### src/rtl/mul_pkg.sv
// Shared types and sizing for the shift-add multiplier.
// The ZERO_BYPASS_EN build option lives in shift_add_multiplier.sv.
package mul_pkg;

    localparam int WIDTH_DEFAULT = 32;
    localparam int CNT_W_DEFAULT = 6;

    typedef enum logic [1:0] {
        IDLE = 2'd0,
        RUN  = 2'd1,
        DONE = 2'd2
    } state_e;

    function automatic int last_iter(input int width);
        return width - 1;
    endfunction

    localparam int LAST_ITER = last_iter(WIDTH_DEFAULT);

endpackage

### src/rtl/shift_add_multiplier_if.sv
// Start/done handshake bundle between a requester (master) and the multiplier (slave).
// The ZERO_BYPASS_EN build option does not change this interface.
interface shift_add_multiplier_if
    import mul_pkg::*;
#(
    parameter int WIDTH = WIDTH_DEFAULT
);

    logic                 start;
    logic [WIDTH-1:0]     a;
    logic [WIDTH-1:0]     b;
    logic                 ready;
    logic                 busy;
    logic                 done;
    logic [2*WIDTH-1:0]   product;

    modport master (
        output start, a, b,
        input  ready, busy, done, product
    );

    modport slave (
        input  start, a, b,
        output ready, busy, done, product
    );

endinterface

### src/rtl/shift_add_multiplier_adder.sv
// Combinational WIDTH-bit ripple-carry adder built from full-adder cells.
// The ZERO_BYPASS_EN build option does not affect this block.
module ripple_adder_w
    import mul_pkg::*;
#(
    parameter int WIDTH = WIDTH_DEFAULT
) (
    input  logic [WIDTH-1:0] x,
    input  logic [WIDTH-1:0] y,
    input  logic             cin,
    output logic [WIDTH-1:0] s,
    output logic             cout
);

    logic [WIDTH:0] carry;

    assign carry[0] = cin;

    for (genvar i = 0; i < WIDTH; i++) begin : g_fa
        assign s[i]       = x[i] ^ y[i] ^ carry[i];
        assign carry[i+1] = (x[i] & y[i]) | (carry[i] & (x[i] ^ y[i]));
    end

    assign cout = carry[WIDTH];

endmodule

### src/rtl/shift_add_multiplier.sv
// Sequential unsigned WIDTH x WIDTH multiplier: one add-and-shift per cycle.
// Define ZERO_BYPASS_EN to finish immediately when either operand is zero.
module shift_add_multiplier
    import mul_pkg::*;
#(
    parameter int WIDTH = WIDTH_DEFAULT,
    parameter int CNT_W = CNT_W_DEFAULT
) (
    input  logic                  clk,
    input  logic                  rst_n,
    shift_add_multiplier_if.slave bus
);

    localparam logic [CNT_W-1:0] LAST_CNT = CNT_W'(last_iter(WIDTH));

    state_e               state_q,   state_d;
    logic [WIDTH-1:0]     mcand_q,   mcand_d;
    logic [WIDTH-1:0]     acc_q,     acc_d;
    logic [WIDTH-1:0]     mplr_q,    mplr_d;
    logic [CNT_W-1:0]     cnt_q,     cnt_d;
    logic [2*WIDTH-1:0]   product_q, product_d;

    logic [WIDTH-1:0]     addend;
    logic [WIDTH-1:0]     add_sum;
    logic                 add_cout;
    logic [2*WIDTH-1:0]   shift_val;

    assign addend = mplr_q[0] ? mcand_q : '0;

    ripple_adder_w #(
        .WIDTH (WIDTH)
    ) u_adder (
        .x    (acc_q),
        .y    (addend),
        .cin  (1'b0),
        .s    (add_sum),
        .cout (add_cout)
    );

    // {carry, sum, mplr} >> 1: the carry lands in the top bit of acc, never lost.
    assign shift_val = {add_cout, add_sum, mplr_q[WIDTH-1:1]};

    always_comb begin
        state_d   = state_q;
        mcand_d   = mcand_q;
        acc_d     = acc_q;
        mplr_d    = mplr_q;
        cnt_d     = cnt_q;
        product_d = product_q;

        unique case (state_q)
            IDLE: begin
                if (bus.start) begin
`ifdef ZERO_BYPASS_EN
                    if ((bus.a == '0) || (bus.b == '0)) begin
                        product_d = '0;
                        state_d   = DONE;
                    end else begin
                        mcand_d = bus.a;
                        acc_d   = '0;
                        mplr_d  = bus.b;
                        cnt_d   = '0;
                        state_d = RUN;
                    end
`else
                    mcand_d = bus.a;
                    acc_d   = '0;
                    mplr_d  = bus.b;
                    cnt_d   = '0;
                    state_d = RUN;
`endif
                end
            end
            RUN: begin
                {acc_d, mplr_d} = shift_val;
                cnt_d           = cnt_q + CNT_W'(1);
                if (cnt_q == LAST_CNT) begin
                    product_d = shift_val;
                    state_d   = DONE;
                end
            end
            DONE: begin
                state_d = IDLE;
            end
            default: begin
                state_d = IDLE;
            end
        endcase
    end

    always_ff @(posedge clk or negedge rst_n) begin
        if (!rst_n) begin
            state_q   <= IDLE;
            mcand_q   <= '0;
            acc_q     <= '0;
            mplr_q    <= '0;
            cnt_q     <= '0;
            product_q <= '0;
        end else begin
            state_q   <= state_d;
            mcand_q   <= mcand_d;
            acc_q     <= acc_d;
            mplr_q    <= mplr_d;
            cnt_q     <= cnt_d;
            product_q <= product_d;
        end
    end

    assign bus.ready   = (state_q == IDLE);
    assign bus.busy    = (state_q == RUN);
    assign bus.done    = (state_q == DONE);
    assign bus.product = product_q;

endmodule

### src/flat_wrapper.sv
// flat-port wrapper written by rule: the top's interface ports become plain ports
module shift_add_multiplier_flat import mul_pkg::*;
#(
    parameter int WIDTH = WIDTH_DEFAULT,
    parameter int CNT_W = CNT_W_DEFAULT
)
  (clk, rst_n, bus_start, bus_a, bus_b, bus_ready, bus_busy, bus_done, bus_product);
  shift_add_multiplier_if #(.WIDTH(WIDTH)) bus_i ();
  input  logic clk;
  input  logic rst_n;
  input wire logic [$bits(bus_i.start)-1:0] bus_start;
  input wire logic [$bits(bus_i.a)-1:0] bus_a;
  input wire logic [$bits(bus_i.b)-1:0] bus_b;
  output wire logic [$bits(bus_i.ready)-1:0] bus_ready;
  output wire logic [$bits(bus_i.busy)-1:0] bus_busy;
  output wire logic [$bits(bus_i.done)-1:0] bus_done;
  output wire logic [$bits(bus_i.product)-1:0] bus_product;
  assign bus_i.start = bus_start;
  assign bus_i.a = bus_a;
  assign bus_i.b = bus_b;
  assign bus_ready = bus_i.ready;
  assign bus_busy = bus_i.busy;
  assign bus_done = bus_i.done;
  assign bus_product = bus_i.product;
  shift_add_multiplier #(.WIDTH(WIDTH), .CNT_W(CNT_W)) u_core (.clk(clk), .rst_n(rst_n), .bus(bus_i));
endmodule
### config.mk
export PLATFORM = sky130hd
export DESIGN_NAME = shift_add_multiplier_flat
export DESIGN_NICKNAME = d
export VERILOG_FILES = /design/src/rtl/mul_pkg.sv /design/src/rtl/shift_add_multiplier_if.sv /design/src/rtl/shift_add_multiplier_adder.sv /design/src/rtl/shift_add_multiplier.sv /design/src/flat_wrapper.sv
export SDC_FILE = /design/constraint.sdc
export NUM_CORES = 1
export LEC_CHECK = 0
export BUFFER_PORTS_ARGS = -buffer_cell sky130_fd_sc_hd__clkbuf_2
export CORE_UTILIZATION = 56
export DETAILED_ROUTE_END_ITERATION = 12
export PLACE_DENSITY = 0.88
export SYNTH_ARGS = -nofsm -noshare
export SYNTH_HDL_FRONTEND = slang
export SYNTH_SLANG_ARGS = --single-unit
### constraint.sdc
create_clock -name clk -period 19 [get_ports clk]
set_input_delay 0.95 -clock clk [delete_from_list [all_inputs] [get_ports clk]]
set_output_delay 0.95 -clock clk [all_outputs]
set_load 0.03 [all_outputs]
# ---- Word level (Yosys, flattened, before mapping)
# Cells that the tools add are included.
dict set report totals {
  ff_bits 168
  input_bits 67
  out_inout_bits 67
  elab_cells 185
}
dict set report op_classes {
  addsub 1
  n_eq_ne 5
  muxes 10
  bitwise 157
  n_reduce_logical 6
}
# op count
set op_table {}
lappend op_table {{$pmux 32 s2} 2}
lappend op_table {{$mux 32} 3}
lappend op_table {{$and 1x1->1} 63}
lappend op_table {{$xor 1x1->1} 63}
lappend op_table {{$or 1x1->1} 31}
lappend op_table {{$pmux 6 s2} 1}
lappend op_table {{$reduce_and 2->1} 4}
lappend op_table {{$add 6x1->6 const B} 1}
lappend op_table {{$eq 6x5->1 const B} 1}
lappend op_table {{$mux 6} 1}
lappend op_table {{$mux 2} 2}
lappend op_table {{$pmux 2 s2} 1}
lappend op_table {{$eq 2x1->1 const B} 1}
lappend op_table {{$eq 2x2->1 const B} 1}
lappend op_table {{$logic_not 2->1} 1}
lappend op_table {{$ne 2x1->1 const B} 1}
lappend op_table {{$ne 2x2->1 const B} 1}
lappend op_table {{$reduce_bool 2->1} 1}

# ---- Logic depth before layout (Yosys ltp)
# Gate-level depths: netlist of the first run.
dict set report depth {
  ltp_word 65
  ltp_mapped 36
  ltp_nobuf 35
}

# ---- Modules after synthesis
# A second synthesis of the first run with hierarchy kept.
dict set report hier_totals {
  cells_unflattened 670
  hier_area_um2 7462.2
}
# mod n_inst cells_per_inst area_per_inst_um2 seq_area_each_um2
set by_module_without_submodules {}
lappend by_module_without_submodules {shift_add_multiplier 1 628 6784.0 4204.0}
lappend by_module_without_submodules {ripple_adder_w 1 42 678.2 0.0}

# ---- Worst setup path before layout of the first run
# No wires, ideal clock.
dict set report synth_path {
  path_type {register to register}
  from {register u_core.mplr_q[0]}
  to {register u_core.acc_q[30]}
  setup_time_ns 0.130
  arrival_ns 14.051
  required_ns 18.870
  setup_slack_ns 4.819
  path_stages_with_launch 36
  n_path_buf 2
  synth_period_minus_slack_ns 14.181
  cell_sequence {dfrtp_1 clkbuf_1 clkbuf_1 nand2_1 fa_1 fa_1 fa_1 fa_1 fa_1 fa_1 fa_1 fa_1 fa_1 fa_1 fa_1 fa_1 fa_1 fa_1 fa_1 fa_1 fa_1 fa_1 fa_1 fa_1 fa_1 fa_1 fa_1 fa_1 fa_1 fa_1 fa_1 fa_1 fa_1 fa_1 fa_1 o21ai_0}
}
dict set report synth_via {
  elab_chain_cells 64
  word_cells_on_any_way 125
  classes_between {2 x mux; 123 x bitwise}
}
# element line
set synth_rtl {}
lappend synth_rtl {{start, declared} shift_add_multiplier.sv:19} ;# logic [WIDTH-1:0] mplr_q, mplr_d;
lappend synth_rtl {{start signal, assigned} shift_add_multiplier.sv:103} ;# mplr_q <= mplr_d;
lappend synth_rtl {{$mux 32 (*)} shift_add_multiplier.sv:28} ;# assign addend = mplr_q[0] ? mcand_q : '0;
lappend synth_rtl {{$and 1x1->1 or $xor 1x1->1 (tied branches)} shift_add_multiplier_adder.sv:21} ;# assign carry[i+1] = (x[i] & y[i]) | (carry[i] & (x[i] ^ y[i]));
lappend synth_rtl {{$and 1x1->1} shift_add_multiplier_adder.sv:21}
lappend synth_rtl {{$or 1x1->1} shift_add_multiplier_adder.sv:21}
lappend synth_rtl {{$and 1x1->1} shift_add_multiplier_adder.sv:21}
lappend synth_rtl {{$or 1x1->1} shift_add_multiplier_adder.sv:21}
lappend synth_rtl {{$and 1x1->1} shift_add_multiplier_adder.sv:21}
lappend synth_rtl {{$or 1x1->1} shift_add_multiplier_adder.sv:21}
lappend synth_rtl {{[48 not listed]} n/a}
lappend synth_rtl {{$and 1x1->1} shift_add_multiplier_adder.sv:21}
lappend synth_rtl {{$or 1x1->1} shift_add_multiplier_adder.sv:21}
lappend synth_rtl {{$and 1x1->1} shift_add_multiplier_adder.sv:21}
lappend synth_rtl {{$or 1x1->1} shift_add_multiplier_adder.sv:21}
lappend synth_rtl {{$and 1x1->1} shift_add_multiplier_adder.sv:21}
lappend synth_rtl {{$or 1x1->1} shift_add_multiplier_adder.sv:21}
lappend synth_rtl {{$xor 1x1->1 (*)} shift_add_multiplier_adder.sv:20} ;# assign s[i] = x[i] ^ y[i] ^ carry[i];
lappend synth_rtl {{$pmux 32 s2 (*)} shift_add_multiplier.sv:51} ;# unique case (state_q)
lappend synth_rtl {{end signal, assigned} shift_add_multiplier.sv:95} ;# acc_q <= '0;
lappend synth_rtl {{end signal, assigned} shift_add_multiplier.sv:102} ;# acc_q <= acc_d;
lappend synth_rtl {{end, declared} shift_add_multiplier.sv:18} ;# logic [WIDTH-1:0] acc_q, acc_d;
# Mark *: on every way between the ends. The rest lies on a longest branch, timed or not.
# A chain may end at the register's enable or synchronous reset.

# ---- Worst setup path in the final report of the first run
# Ends and elaborated chain as after synthesis.

==> impl_results.md, run 1 <==
- Status: finished, final reports clean
- RD Place Congestion: 0.791
- CP arrival: 14890 ps
- Crit path top cell by count: fa_1
- PortBufs: 133
- Clock-pin slew on the worst setup and hold paths: 60 ps
- Max Fclk: 68.4 MHz
- Die height: 117 um
- Worst setup EP type: flop
- Root Driver: clkbuf_16
- Ys flop type: dfrtp_1
- EDFF count, synth: 0
- CP Max Fanout: 32
- Num CTS Buffers: 17
- Fillers: 912
- Cell area after synthesis: 7440 sq um
- Number of buffers and inverters on the critical path: 1
- Clock Tree Buf Depth: 2
- CTS Sinks: 168
- Die Area: 13800 sq um
- Final setup skew: 7.78 ps
- RSZ-0062 raised after global routing: no
- Flop-to-flop setup slack: 4390 ps
- Hold buffers post-CTS: 0
- Top-count cell post-synth: nand2_1
- Post-synth ARST share: 1.00
- Area Overhead vs Synth: 17.8%
- Syn avg cell area: 10.7 sq um
- Drt first-iter violations: 505
- Worst Setup Start Kind: flop
- IO Pins: 134
- Final HPWL from detailed placement: 10500 um
- GRT Total Usage: 0.260
- Critical Path RT: 19280 ps
- Max Cap Viol: 0
- Global-route wire length before repair: 26700 um
- Largest stage delay, worst path: 520 ps
- Commonest cells post-synth: nand2_1 (195), dfrtp_1 (168), o21ai_0 (99), clkbuf_1 (36), nand3_1 (36)
- Worst Path Class, Setup: flop to flop
- Vias per Instance: 5.59
- DRT Wirelength: 16600 um
- Die width: 117 um
- Peak VDD IR: 88.9 uV
- Worst slew margin: 0.181
- WHS: 477 ps
- Antenna viol nets, final: 0
- Final setup fails: 0
- Largest net degree at the start of global routing: 95
- Vias in the first global route: 5595
- Top cells by area, synth: dfrtp_1 (56%), nand2_1 (9.8%), fa_1 (8.3%), o21ai_0 (6.7%), mux2_4 (5.6%)
- Pre-Repair DR Iteration Count: 5
- Synth Net Count: 794
- Netlist cell types: 31
- Slew @ Worst Pin: 1230 ps
- Initial antenna violation count: 0
- Final Hold Viols: 0
- Worst min path class: flop to flop
- TritonCTS clock tree: built
- Seq/Total Area, Yosys: 0.565
- Period Utilization, post-route: 0.769
- Skew-Pair Late Insertion Delay: 430 ps
- Setup bufs post-CTS: 0
- Largest area contributor in the netlist: dfrtp_1
- H-tree depth: 4
- Post-CTS Resized: 0
- DRC Markers: 0
- Core footprint: 12800 sq um
- # rows: 41
- WL per Instance: 16.7 um
- PwrDens: 166 nW/um^2
- Initial Util: 0.583
- Register bit total from synthesis: 168
- # diodes: 0
- Critical path's slowest cell: fa_1
- Synth top area share: 0.565
- Vias: 5543
- Minimum clock period: 14610 ps
- Yosys warnings: 0
- Max Slew Vio Count: 0
- Leak pwr: 4.24 nW
- Fin nets: 907
- Proportion of layout cells with a drive suffix above 1: 0.255
- Setup TNS: 0 ps
- Cells after Synth: 694
- Grt ovf: 0
- Largest delay share family, worst path: adder cells
-- per-stage QoR --
| step | utilization | total power, mW | std cells | area (sq um) | setup WS, ps |
|---|---|---|---|---|---|
| 2_1_floorplan | - | 0.944 | 694 | 7440 | 4820 |
| 3_3_place_gp | 0.641 | 1.09 | 960 | 8190 | 4640 |
| 3_5_place_dp | 0.641 | 1.12 | 960 | 8190 | 4400 |
| 4_1_cts | 0.686 | 1.47 | 992 | 8770 | 4270 |
| 5_1_grt | 0.686 | 1.55 | 992 | 8770 | 3840 |
| 6_report | 0.686 | 1.46 | 992 | 8770 | 4390 |
-- per-layer routing --
layer / share of wire / vias up / GRT usage
li1: - / 2516 / -
met1: 0.41 / 2782 / 0.320
met2: 0.50 / 219 / 0.434
met3: 0.062 / 26 / 0.0747
met4: 0.019 / 0 / 0.105
met5: 0 / - / 0
-- power by group --
part	switching (mW)	internal [mW]
Sequential	0.0911	0.503
Combinational	0.333	0.192
Clock	0.145	0.194
-- registers in the layout, indices dropped and copies added (netlist names) --
name / flops
u_core.acc_q: 32
u_core.state_q: 2
u_core.cnt_q: 6
u_core.bus.product: 64
u_core.mplr_q: 32
u_core.mcand_q: 32
-- final timing paths --
check                                             end  cells after the start          startpoint
worst max-delay path                 u_core.acc_q[30]                     34    u_core.mplr_q[0]
worst min-delay path               u_core.mcand_q[24]                      2  u_core.mcand_q[24]
worst max register to register       u_core.acc_q[30]                     34    u_core.mplr_q[0]
worst min register to register     u_core.mcand_q[24]                      2  u_core.mcand_q[24]
max in group asynchronous          u_core.mcand_q[16]                      2               rst_n
min in group asynchronous       u_core.bus.product[8]                      1               rst_n
-- kinds of logic after synthesis --
kind of cell / count (synthesis) / share of synthesized area
buffers and inverters: 79 / 0.0444
AO/OA/AOI/OAI: 138 / 0.106
multiplexers: 32 / 0.0625
AND/OR/NAND/NOR: 243 / 0.134
adder cells (fa/ha/maj): 33 / 0.0868
flip-flops: 168 / 0.565
XOR/XNOR: 1 / 0.00118
-- layout by cell type (no fill, tap or decap), types with 2 or more instances in the layout --
cell	n
clkbuf_2	132
buf_4	7
o31ai_1	2
fa_1	31
nand3_1	36
bufinv_16	2
dfrtp_1	168
o21ai_0	99
mux2_2	4
o211ai_1	2
ha_1	2
mux2_4	28
clkbuf_16	17
inv_1	32
clkinv_4	3
clkinvlp_4	7
nand2_1	195
a22oi_1	32
-- worst reg2reg max path, delay by kind of cell, from the launching register on --
| family | cells | cell delay (ps) |
|---|---|---|
| adder cells (fa/ha/maj) | 31 | 13540 |
| flip-flops | 1 | 330 |
| buffers and inverters | 1 | 340 |
| AND/OR/NAND/NOR | 1 | 140 |
| AO/OA/AOI/OAI | 1 | 90 |
-- layout make-up --
cell class	count	area (sq um)	area share
well taps	172	215	0.0245
inverters	33	124	0.0141
flip-flops and latches	168	4200	0.479
multi-input cells	447	2920	0.333
clock buffers	18	429	0.0489
repair buffers	140	724	0.0826
clock inverters	14	153	0.0174
No activity file was read; power rests on OpenSTA's default activity.
==> run 2, diff against run 1 <==
==> constraint.sdc (replaced) <==
create_clock -name clk -period 13.9 [get_ports clk]
set_input_delay 0.695 -clock clk [delete_from_list [all_inputs] [get_ports clk]]
set_output_delay 0.695 -clock clk [all_outputs]
set_load 0.03 [all_outputs]
==> impl_results.md, run 2 (synthesis gave the netlist of run 1 again) <==
- Largest stage delay, worst path: 530 ps (about the same)
- Die Area: 13800 sq um (unchanged)
- Leak pwr: 4.30 nW (+1.4%)
- Drt first-iter violations: 476 (-5.7%)
- CP Max Fanout: 2 (-94%)
- Die width: 117 um (unchanged)
- Most frequent cells in the layout: nand2_1 (195), dfrtp_1 (168), clkbuf_2 (132)
- Vias in the first global route: 5493 (-1.8%)
- # diodes: 0 (unchanged)
- Num CTS Buffers: 17 (unchanged)
- Max Fclk: 74.5 MHz (+8.8%)
- H-tree depth: 4 (unchanged)
- Initial Util: 0.583 (unchanged)
- Worst Setup Start Kind: flop
- Die height: 117 um (unchanged)
- Critical Path RT: 14160 ps (-5120 ps)
- IO Pins: 134 (unchanged)
- Clock-pin slew on the worst setup and hold paths: 60 ps (about the same)
- Antenna viol nets, final: 0 (unchanged)
- Worst slew margin: 0.158 (-0.0222)
- DRT Wirelength: 16500 um (-0.46%)
- Skew-Pair Late Insertion Delay: 420 ps (about the same)
- Global-route wire length before repair: 26500 um (-1.0%)
- Final setup fails: 0 (unchanged)
- Peak VDD IR: 116 uV (+30%)
- Final HPWL from detailed placement: 10200 um (-3.0%)
- Critical path's slowest cell: fa_1
- Proportion of layout cells with a drive suffix above 1: 0.281 (+0.0261)
- WHS: 344 ps (-133 ps)
- Pre-Repair DR Iteration Count: 5 (unchanged)
- Clock Tree Buf Depth: 2 (unchanged)
- Worst Path Class, Setup: flop to flop
- Total Power: 2.04 mW (+40%)
- Max reg flops: 64 (unchanged)
- RD Place Congestion: 0.775 (-2.0%)
- Area Overhead vs Synth: 19.3%
- Final setup skew: 6.27 ps (-1.50 ps)
- WL per Instance: 16.6 um (-0.67%)
- Vias per Instance: 5.49 (-1.8%)
- Crit path top cell by count: fa_2
- Fin nets: 909 (+0.22%)
- TritonCTS clock tree: built
- Max Slew Vio Count: 0 (unchanged)
- Worst Slack Setup Final: 472 ps (-3920 ps)
- Vias: 5455 (-1.6%)
- CP arrival: 13690 ps (-1200 ps)
- Commonest non-fill, non-tap cell in the layout: nand2_1
- Largest net degree at the start of global routing: 95 (unchanged)
- Initial antenna violation count: 0 (unchanged)
- # rows: 41 (unchanged)
- Final Hold Viols: 0 (unchanged)
- Worst setup EP type: flop
- Hold buffers post-CTS: 0 (unchanged)
- Minimum clock period: 13430 ps (-1180 ps)
- Slew @ Worst Pin: 1260 ps (+37.1 ps)
- Grt ovf: 0 (unchanged)
- DRC Markers: 0 (unchanged)
- Place WS: -399 ps (-4800 ps)
- PortBufs: 133 (unchanged)
- Worst min path class: input pin to asynchronous set/reset pin
- GRT Total Usage: 0.258 (-0.00169)
- Root Driver: clkbuf_16
- Max Cap Viol: 0 (unchanged)
- CTS Sinks: 168 (unchanged)
- PwrDens: 230 nW/um^2 (+38%)
- Status: finished, final reports clean
- Core footprint: 12800 sq um (unchanged)
- RSZ-0062 raised after global routing: no
- Fin util: 0.695 (+0.00882)
- Period Utilization, post-route: 0.966 (+0.197)
- Setup bufs post-CTS: 0 (unchanged)
- Post-CTS Resized: 10 (+10)
==> run 2: cell types whose count changed in the layout (fill, tap and decap cells not counted) <==
cell / before / now
clkinv_2: 1 / 4
buf_4: 7 / 9
clkinvlp_4: 7 / 2
fa_1: 31 / 11
clkbuf_8: 0 / 2
bufinv_16: 2 / 4
o21ai_1: 0 / 1
fa_2: 0 / 20
clkinv_4: 3 / 1
o21ai_0: 99 / 98
==> run 2: critical path: cells and delay by family, from the launching register on <==
family	cells	cell delay, ps
DFF	1	340
and+or+nand+nor	1	140
AOI/OAI and AO/OA	1	80
buffers and inverters	1	60
adders and majority gates	32	12640
==> run 2: worst paths after layout <==
| check | slack, ps | endpoint | depth (start not counted) | from |
|---|---|---|---|---|
| worst max register to register | 470 | u_core.acc_q[30] | 35 | u_core.mcand_q[0] |
| worst min register to register | 480 | u_core.mcand_q[27] | 2 | u_core.mcand_q[27] |
| worst max-delay path | 470 | u_core.acc_q[30] | 35 | u_core.mcand_q[0] |
| min in group clk | 460 | u_core.mcand_q[27] | 3 | bus_a[27] |
| worst min-delay path | 340 | u_core.bus.product[40] | 1 | rst_n |
| max in group asynchronous | 12130 | u_core.bus.product[56] | 2 | rst_n |
==> run 2: power by group <==
group	internal [mW]	switching, mW	total, mW	leakage (nW)
Combinational	0.273	0.459	0.732	1.94
Clock	0.310	0.188	0.498	0.306
Sequential	0.688	0.125	0.813	2.05
==> run 2: routing by layer <==
metal | GRT usage | share of wire | vias to the layer above
li1 | - | - | 2516
met1 | 0.330 | 0.42 | 2737
met2 | 0.428 | 0.51 | 166
met3 | 0.0515 | 0.043 | 36
met4 | 0.122 | 0.026 | 0
met5 | 0 | 0 | -
==> run 2: final cells by class <==
type                       instances  area [sq um]
fill                             879          3890
inverter                          33           124
tap                              172           215
clock inverter                    12           173
sequential                       168          4200
timing repair buffer             142           739
multi-input combinational        447          2970
clock buffer                      20           457
==> run 2: metrics by stage <==
| stage | std cells | setup TNS [ps] | cell area [sq um] |
|---|---|---|---|
| finish | 994 | 0 | 8880 |
| global route | 994 | 0 | 8880 |
| CTS | 994 | 0 | 8860 |
| detailed placement | 962 | -1360 | 8210 |
| global placement | 962 | -241 | 8210 |
| floorplan | 694 | 0 | 7450 |
==> run 3, diff against run 2 <==
--- a/config.mk
+++ b/config.mk
@@ -6,7 +6,9 @@
 export NUM_CORES = 1
 export LEC_CHECK = 0
 export BUFFER_PORTS_ARGS = -buffer_cell sky130_fd_sc_hd__clkbuf_2
-export CORE_UTILIZATION = 56
+export CELL_PAD_IN_SITES_DETAIL_PLACEMENT = 0
+export CELL_PAD_IN_SITES_GLOBAL_PLACEMENT = 1
+export CORE_UTILIZATION = 44
 export DETAILED_ROUTE_END_ITERATION = 12
 export PLACE_DENSITY = 0.88
 export SYNTH_ARGS = -nofsm -noshare
==> impl_results.md, run 3 (synthesis gave the netlist of run 1 again) <==
- Status: finished, final reports clean
- Vias in the first global route: 5457 (-0.66%)
- Vias: 5309 (-2.7%)
- Place WS: -314 ps (+84.8 ps)
- Initial Util: 0.450 (-0.132)
- Grt ovf: 0 (unchanged)
- Commonest non-fill, non-tap cell in the layout: nand2_1
- Critical Path RT: 14180 ps (+20 ps)
- # diodes: 0 (unchanged)
- Crit path top cell by count: fa_2
- Placed cell areas: 8280 sq um (+0.82%)
- Leak pwr: 4.27 nW (-0.54%)
- Skew-Pair Late Insertion Delay: 430 ps (about the same)
- GRT Total Usage: 0.203 (-0.0556)
- Worst slew margin: 0.364 (+0.206)
- RD Place Congestion: 0.738 (-4.7%)
- Initial antenna violation count: 0 (unchanged)
- Final Hold Viols: 0 (unchanged)
- Critical path's slowest cell: fa_1
- Final HPWL from detailed placement: 10700 um (+4.5%)
- TritonCTS clock tree: built
- Final setup skew: 15.7 ps (+9.39 ps)
- Non-Filler Instances: 1043 (+4.9%)
- Hold buffers post-CTS: 0 (unchanged)
- CP arrival: 13610 ps (-80 ps)
- Setup bufs post-CTS: 0 (unchanged)
- PwrDens: 224 nW/um^2 (-2.5%)
- Peak VDD IR: 87.9 uV (-24%)
- Worst Setup Start Kind: flop
- Worst setup EP type: flop
- H-tree depth: 4 (unchanged)
- Die width: 132 um (+13%)
- # rows: 47 (+15%)
- Max reg flops: 64 (unchanged)
- Pre-Repair DR Iteration Count: 4 (-1)
- Proportion of layout cells with a drive suffix above 1: 0.279 (-0.00156)
- Die height: 132 um (+13%)
- Final setup fails: 0 (unchanged)
- Dpl cells: 1011 (+5.1%)
- Area Overhead vs Synth: 19.7%
- Root Driver: clkbuf_16
- Multi-input logic area: 2960 sq um (-0.25%)
- Clock-pin slew on the worst setup and hold paths: 70 ps (about the same)
- Vias per Instance: 5.09 (-7.2%)
- Max Fclk: 75.0 MHz (+0.75%)
- Period Utilization, post-route: 0.959 (-0.00717)
- RSZ-0062 raised after global routing: no
- Core footprint: 16500 sq um (+29%)
- Minimum clock period: 13330 ps (-99.6 ps)
- Antenna viol nets, final: 0 (unchanged)
- DRC Markers: 0 (unchanged)
- WL per Instance: 15.6 um (-6.1%)
- Fillers: 1472 (+67%)
- DRT Wirelength: 16300 um (-1.4%)
- Worst min path class: input pin to asynchronous set/reset pin
- Final Cell Area: 8900 sq um (+0.27%)
- Worst Path Class, Setup: flop to flop
- Max Slew Vio Count: 0 (unchanged)
- Most frequent cells in the layout: nand2_1 (195), dfrtp_1 (168), clkbuf_2 (132)
- Global-route wire length before repair: 27800 um (+4.9%)
- CP Max Fanout: 2 (unchanged)
- Drt first-iter violations: 370 (-22%)
- CTS Sinks: 168 (unchanged)
- Num CTS Buffers: 17 (unchanged)
- Largest stage delay, worst path: 520 ps (about the same)
- Die Area: 17400 sq um (+27%)
- Fin nets: 910 (+0.11%)
- Worst Slack Setup Final: 571 ps (+99.6 ps)
- Slew @ Worst Pin: 949 ps (-313 ps)
- Largest net degree at the start of global routing: 94 (-1.1%)
- Clock Tree Buf Depth: 2 (unchanged)
- Max Cap Viol: 0 (unchanged)
- PortBufs: 133 (unchanged)
- R2R cell count: 35 (unchanged)
- Storage cell area: 4200 sq um (unchanged)
- IO Pins: 134 (unchanged)
-- run 3: changes by cell type in the layout (fill, tap and decap cells not counted), moves of 2 or more --
cell,before,now
clkinv_2,4,1
clkbuf_8,2,0
inv_6,1,4
fa_1,11,14
fa_2,20,17
bufinv_16,4,2
clkinv_4,1,3
clkinvlp_4,2,4
-- run 3: metrics by stage --
step                      total power [mW]  TNS, ps  hold slack [ps]  utilization
after global placement                1.51     -167              459        0.501
after floorplan                       1.29        0              399            -
after global routing                  2.14        0              405        0.539
after CTS                             2.02        0              377        0.538
final                                 2.00        0              325        0.539
after detailed placement              1.54     -976              462        0.501
-- run 3: final cells by class --
type | count | share of cell area
Clock buffer | 17 | 0.0478
Tap cell | 220 | 0.0309
Timing Repair Buffer | 143 | 0.0839
Clock inverter | 15 | 0.0188
Multi-Input combinational cell | 447 | 0.333
Sequential cell | 168 | 0.472
Inverter | 33 | 0.0139
-- run 3: timing repair --
item	CTS	global route
gates resized for setup	6	8
pin swaps	0	0
endpoints found under the setup margin	4	6
-- run 3: layer usage --
| layer | vias up | routed length (um) | global-route usage |
|---|---|---|---|
| met5 | - | 0 | 0 |
| met4 | 0 | 306 | 0.0833 |
| met3 | 25 | 588 | 0.0311 |
| met2 | 124 | 8210 | 0.333 |
| met1 | 2641 | 7140 | 0.270 |
| li1 | 2519 | - | - |
-- run 3: worst paths after layout --
check	from	to	slack, ps
min in group clk	bus_a[27]	u_core.mcand_q[27]	450
max in group asynchronous	rst_n	u_core.acc_q[14]	12130
max reg2reg	u_core.mcand_q[0]	u_core.acc_q[30]	570
min	rst_n	u_core.bus.product[18]	320
min reg2reg	u_core.mcand_q[29]	u_core.mcand_q[29]	470
max	u_core.mcand_q[0]	u_core.acc_q[30]	570
-- run 3: worst max-delay path: cells and delay by family (launching register included) --
kind / cells / cell delay, ps
DFF: 1 / 350
and+or+nand+nor: 1 / 130
adders and majority gates: 32 / 12560
AOI/OAI and AO/OA: 1 / 90
buffers and inverters: 1 / 50
-- run 3: where the power goes --
part | internal [mW] | leakage [nW] | total, mW | switching, mW
Clock | 0.268 | 0.279 | 0.470 | 0.202
Sequential | 0.687 | 2.05 | 0.809 | 0.121
Combinational | 0.270 | 1.95 | 0.717 | 0.447
